$ cat src/rtl/seq_add_sub_pkg.sv
// Shared types and elaboration helpers for the chunked sequential adder/subtractor.
package seq_add_sub_pkg;

    typedef enum logic [1:0] {
        IDLE,
        RUN,
        DONE
    } state_t;

    function automatic int num_chunks(int width, int chunk);
        return width / chunk;
    endfunction

    // Counter needs at least one bit even when a single chunk covers the word.
    function automatic int cnt_width(int width, int chunk);
        int n;
        n = width / chunk;
        return (n > 1) ? $clog2(n) : 1;
    endfunction

    function automatic bit config_ok(int width, int chunk);
        return (width >= 2) && (chunk >= 1) && (chunk <= width) && ((width % chunk) == 0);
    endfunction

endpackage

$ cat src/rtl/seq_add_sub_chunk_adder.sv
// CHUNK-bit ripple-carry adder; also exposes the carry into its top bit for overflow detection.
module chunk_adder #(
    parameter int CHUNK = 4
) (
    input  logic [CHUNK-1:0] x,
    input  logic [CHUNK-1:0] y,
    input  logic             cin,
    output logic [CHUNK-1:0] sum,
    output logic             cout,
    output logic             c_msb
);

    logic [CHUNK:0] c;

    always_comb begin
        c    = '0;
        sum  = '0;
        c[0] = cin;
        for (int i = 0; i < CHUNK; i++) begin
            sum[i]   = x[i] ^ y[i] ^ c[i];
            c[i+1]   = (x[i] & y[i]) | (c[i] & (x[i] ^ y[i]));
        end
    end

    assign cout  = c[CHUNK];
    assign c_msb = c[CHUNK-1];

endmodule

$ cat src/rtl/seq_add_sub.sv
// Multi-cycle two's-complement adder/subtractor: one CHUNK-bit slice per clock, LSB first,
// with valid/ready handshakes on both sides and carry/overflow/zero/negative flags.
module seq_add_sub
    import seq_add_sub_pkg::*;
#(
    parameter int WIDTH = 16,
    parameter int CHUNK = 4
) (
    input  logic             clk,
    input  logic             rst,
    input  logic             in_valid,
    output logic             in_ready,
    input  logic [WIDTH-1:0] a,
    input  logic [WIDTH-1:0] b,
    input  logic             sub,
    output logic             out_valid,
    input  logic             out_ready,
    output logic [WIDTH-1:0] result,
    output logic             carry_out,
    output logic             overflow,
    output logic             zero,
    output logic             negative
);

    localparam int NCHUNK = num_chunks(WIDTH, CHUNK);
    localparam int CW     = cnt_width(WIDTH, CHUNK);
    localparam logic [WIDTH-1:0] LOW_MASK = {WIDTH{1'b1}} >> CHUNK;

    generate
        if (!config_ok(WIDTH, CHUNK)) begin : g_bad_cfg
            $error("seq_add_sub: WIDTH must be >= 2 and an exact multiple of CHUNK");
        end
    endgenerate

    state_t            state_q, state_d;
    logic [CW-1:0]     cnt_q;
    logic              carry_q;
    logic [WIDTH-1:0]  a_q, b_q, result_q;
    logic [CHUNK-1:0]  x_chunk, y_chunk, sum;
    logic              cout, c_msb;
    logic              accept, last;

    assign last   = (cnt_q == CW'(NCHUNK - 1));
    assign accept = in_valid & in_ready;
    assign result = result_q;

    always_ff @(posedge clk or posedge rst) begin
        if (rst) state_q <= IDLE;
        else     state_q <= state_d;
    end

    // A DONE state with out_ready frees the slot, so a new bundle can be taken on that same edge.
    always_comb begin
        state_d   = state_q;
        in_ready  = 1'b0;
        out_valid = 1'b0;
        case (state_q)
            IDLE: begin
                in_ready = !rst;
                if (in_valid && !rst) state_d = RUN;
            end
            RUN: begin
                if (last) state_d = DONE;
            end
            DONE: begin
                out_valid = 1'b1;
                in_ready  = !rst && out_ready;
                if (out_ready) state_d = in_valid ? RUN : IDLE;
            end
            default: state_d = IDLE;
        endcase
    end

    always_comb begin
        x_chunk = '0;
        y_chunk = '0;
        for (int i = 0; i < NCHUNK; i++) begin
            if (cnt_q == CW'(i)) begin
                x_chunk = a_q[i*CHUNK +: CHUNK];
                y_chunk = b_q[i*CHUNK +: CHUNK];
            end
        end
    end

    chunk_adder #(.CHUNK(CHUNK)) u_chunk_adder (
        .x     (x_chunk),
        .y     (y_chunk),
        .cin   (carry_q),
        .sum   (sum),
        .cout  (cout),
        .c_msb (c_msb)
    );

    // Subtraction is a + ~b + 1: b is inverted at accept and the +1 enters as the initial carry.
    always_ff @(posedge clk or posedge rst) begin
        if (rst) begin
            a_q       <= '0;
            b_q       <= '0;
            carry_q   <= 1'b0;
            cnt_q     <= '0;
            result_q  <= '0;
            carry_out <= 1'b0;
            overflow  <= 1'b0;
            zero      <= 1'b0;
            negative  <= 1'b0;
        end else if (accept) begin
            a_q       <= a;
            b_q       <= b ^ {WIDTH{sub}};
            carry_q   <= sub;
            cnt_q     <= '0;
            result_q  <= '0;
            carry_out <= 1'b0;
            overflow  <= 1'b0;
            zero      <= 1'b0;
            negative  <= 1'b0;
        end else if (state_q == RUN) begin
            for (int i = 0; i < NCHUNK; i++) begin
                if (cnt_q == CW'(i)) result_q[i*CHUNK +: CHUNK] <= sum;
            end
            carry_q <= cout;
            cnt_q   <= cnt_q + CW'(1);
            if (last) begin
                carry_out <= cout;
                overflow  <= c_msb ^ cout;
                zero      <= ((result_q & LOW_MASK) == '0) && (sum == '0);
                negative  <= sum[CHUNK-1];
            end
        end
    end

endmodule
$ cat config.mk
export PLATFORM = sky130hd
export DESIGN_NAME = seq_add_sub
export DESIGN_NICKNAME = d
export VERILOG_FILES = /design/src/rtl/seq_add_sub_pkg.sv /design/src/rtl/seq_add_sub_chunk_adder.sv /design/src/rtl/seq_add_sub.sv
export SDC_FILE = /design/constraint.sdc
export NUM_CORES = 1
export LEC_CHECK = 0
export BUFFER_PORTS_ARGS = -buffer_cell sky130_fd_sc_hd__buf_2
export CORE_UTILIZATION = 51
export DETAILED_ROUTE_END_ITERATION = 16
export GPL_TIMING_DRIVEN = 0
export PLACE_DENSITY = 0.75
export SETUP_SLACK_MARGIN = 0.4
export SKIP_CTS_REPAIR_TIMING = 1
export SLEW_MARGIN = 10
export SYNTH_ARGS = -nofsm -noshare
export SYNTH_HDL_FRONTEND = slang
export SYNTH_SLANG_ARGS = --single-unit
$ cat constraint.sdc
create_clock -name clk -period 4.4 [get_ports clk]
set_input_delay 0.66 -clock clk [delete_from_list [all_inputs] [get_ports clk]]
set_output_delay 0.66 -clock clk [all_outputs]
set_load 0.02 [all_outputs]
==> run metrics <==
outcome finished clean; Max-Cap Viols 0; slowest CP cell fa_1; clk_lat worst skew 0.31 ns; Fmax achieved 273.5 MHz; leading cell type in the layout, fill and taps excluded buf_2; sequential area share after synthesis 0.4902; Die Y 76.87 um; CP endpoint kind flip-flop; wire length on met2 2878 um; Crit path max-delay family adder cells; total gr overflow 0; Final Max Tran Viols 0; type of the worst min-delay path in2async; via count 2,071; reg2reg setup slack 0.74 ns; nature of the critical path startpoint flip-flop; pin count of the biggest net entering global routing 36; TritonCTS buffer count 5; chip width 76.87 um; final hold vios 0; Max-slew headroom 0.5410; first-pass GRT wire length 9880 um; setup TNS 0 ns; count of final setup violators 0; mapped cell area 2859 um2; clock transition at the registers of the reported paths 0.10 ns; antenna violations before repair 0; CTS tree built; unrepaired setup endpoints after global routing no; die area 5909 um2; Clock Sinks 56; Mean Syn Cell Area 11.35 um2; post-route clock skew 0.007140 ns; Iter 0 DRT Violations 104; P&R area growth vs syn 16.76%; Max IR drop VDD 0.4354 mV; Detail Route met3 WL 267 um; worst path bufs/invs 4; P per Cell Area 779.1 nW/um2; NumNets Final 362; crit path kind reg2reg; fin cells 387; Core ar. 5238 um2; Tcrit/Tclk final 0.8311; crit-path max FO 10; worst endpoint data arrival time 3.87 ns; wire per inst 15.16 um; P_leak 1.692 nW; total I/O pin count 59; Detailed Place HPWL 4364 um; Critical Path RT 4.61 ns; row count 26; Top Layer Used met4; GRT Util Overall 0.2169; Power Total 2.601 mW; DP Cell Count 380; most frequent cells in the layout 62 x buf_2, 56 x dfrtp_1, 24 x mux2_1; Routed met1 length 2666 um; clk root buf clkbuf_8; synthesis-stage register bit count 56; Vias/cell 5.351; syn_nets 297; Period minus WS final 3.657 ns; yosys synthesis warning count 0; clk buf depth 2; gpl congestion 0.7881; DRC Markers 0; post-route antenna net violation count 0; share of cells above drive strength 1 0.2713; slew at the pin closest to its max-slew limit 0.6833 ns; hold_ws 0.4107 ns; final core utilization 0.6374; First-pass DRT Iterations 4; starting density of the core 0.5459; drt total wl 5866 um; n_diodes 0; port bufs 57; slowest stage delay, CP 0.57 ns; Most Frequent Cell on Critical Path fa_1; vias in the first global route 1,995; H-Tree Depth 2; Cell Chain, Critical Path inv_1 -> ha_1 -> clkbuf_2 -> clkbuf_2 -> a21oi_1 -> o21ai_0 -> a22oi_1 -> fa_1 -> inv_1 -> fa_1 -> fa_1 -> nor4_1 -> nand4_1 -> o32ai_1; Cell variety after synth 30; Synth Instances 252
==> stage by stage <==
step / area, um2 / worst slack [ns]
after floorplan: 2859 / 1.122
after global placement: 3232 / 0.6084
after detailed placement: 3252 / 0.4770
after CTS: 3333 / 0.4533
after global routing: 3338 / 0.5164
final: 3338 / 0.7432
==> report_power, final <==
| group | switching, mW | total (mW) | internal [mW] |
|---|---|---|---|
| Sequential | 0.137 | 0.889 | 0.752 |
| Combinational | 0.837 | 1.44 | 0.604 |
| Clock | 0.163 | 0.271 | 0.108 |
| Total | 1.14 | 2.60 | 1.46 |
==> flip-flops by register name (all words and copies together) (netlist names) <==
| register | count |
|---|---|
| a_q | 16 |
| b_q | 16 |
| result | 16 |
| cnt_q | 2 |
| state_q | 2 |
| carry_out | 1 |
| carry_q | 1 |
| overflow | 1 |
| zero | 1 |
==> synthesized netlist by cell type <==
cell | instances | area share
mux2_1 | 24 | 0.095
xnor2_1 | 6 | 0.018
a311oi_1 | 4 | 0.012
buf_2 | 5 | 0.0088
nand3b_1 | 4 | 0.011
inv_1 | 19 | 0.025
o21bai_1 | 1 | 0.0026
nand4_1 | 1 | 0.0022
nor2_1 | 16 | 0.021
fa_1 | 4 | 0.028
dfrtp_1 | 56 | 0.49
clkbuf_1 | 7 | 0.0092
nand2_1 | 11 | 0.014
xor2_1 | 12 | 0.037
nor2b_1 | 2 | 0.0044
nand2b_1 | 1 | 0.0022
mux2_2 | 5 | 0.020
o32ai_1 | 2 | 0.0061
a21oi_1 | 21 | 0.037
nand3_1 | 1 | 0.0017
buf_4 | 2 | 0.0053
a22o_1 | 4 | 0.012
o21ai_0 | 9 | 0.016
buf_6 | 3 | 0.012
a22oi_1 | 4 | 0.011
nor4_4 | 1 | 0.0074
nor3_1 | 1 | 0.0017
ha_1 | 4 | 0.018
nor4_1 | 3 | 0.0066
mux2i_1 | 19 | 0.067
==> cell families after synthesis <==
logic type,share of synthesized area
AOI/OAI and AO/OA,0.09628
xor gates and xnor gates,0.05514
adders and majority gates,0.04552
buffers and inverters,0.05995
DFF,0.4902
muxes,0.1807
and+or+nand+nor,0.07221
==> routing by layer <==
metal / GRT usage / up-vias
li1: - / 990
met1: 0.2893 / 1019
met2: 0.3536 / 55
met3: 0.04881 / 7
met4: 0.06154 / 0
met5: 0 / -
==> layout make-up <==
class / count / area (um2)
sequential: 56 / 1401
clock inverter: 2 / 12.51
fill: 436 / 1899
buffer: 17 / 105.1
multi-input combinational: 160 / 1286
timing repair buffer: 58 / 305.3
clock buffer: 5 / 68.82
tap: 70 / 87.58
inverter: 19 / 71.32
==> worst paths after layout <==
kind,start,endpoint,cells after the start
worst max-delay path,cnt_q[0]$_DFFE_PP0P_,zero$_DFFE_PP0P_,14
min in group clk,a_q[8]$_DFFE_PP0P_,a_q[8]$_DFFE_PP0P_,1
worst min register to register,a_q[8]$_DFFE_PP0P_,a_q[8]$_DFFE_PP0P_,1
worst min-delay path,rst,a_q[9]$_DFFE_PP0P_,2
worst max register to register,cnt_q[0]$_DFFE_PP0P_,zero$_DFFE_PP0P_,14
max in group asynchronous,rst,result[12]$_DFFE_PP0P_,3
Note: power is estimated with default switching activity, not from simulation.
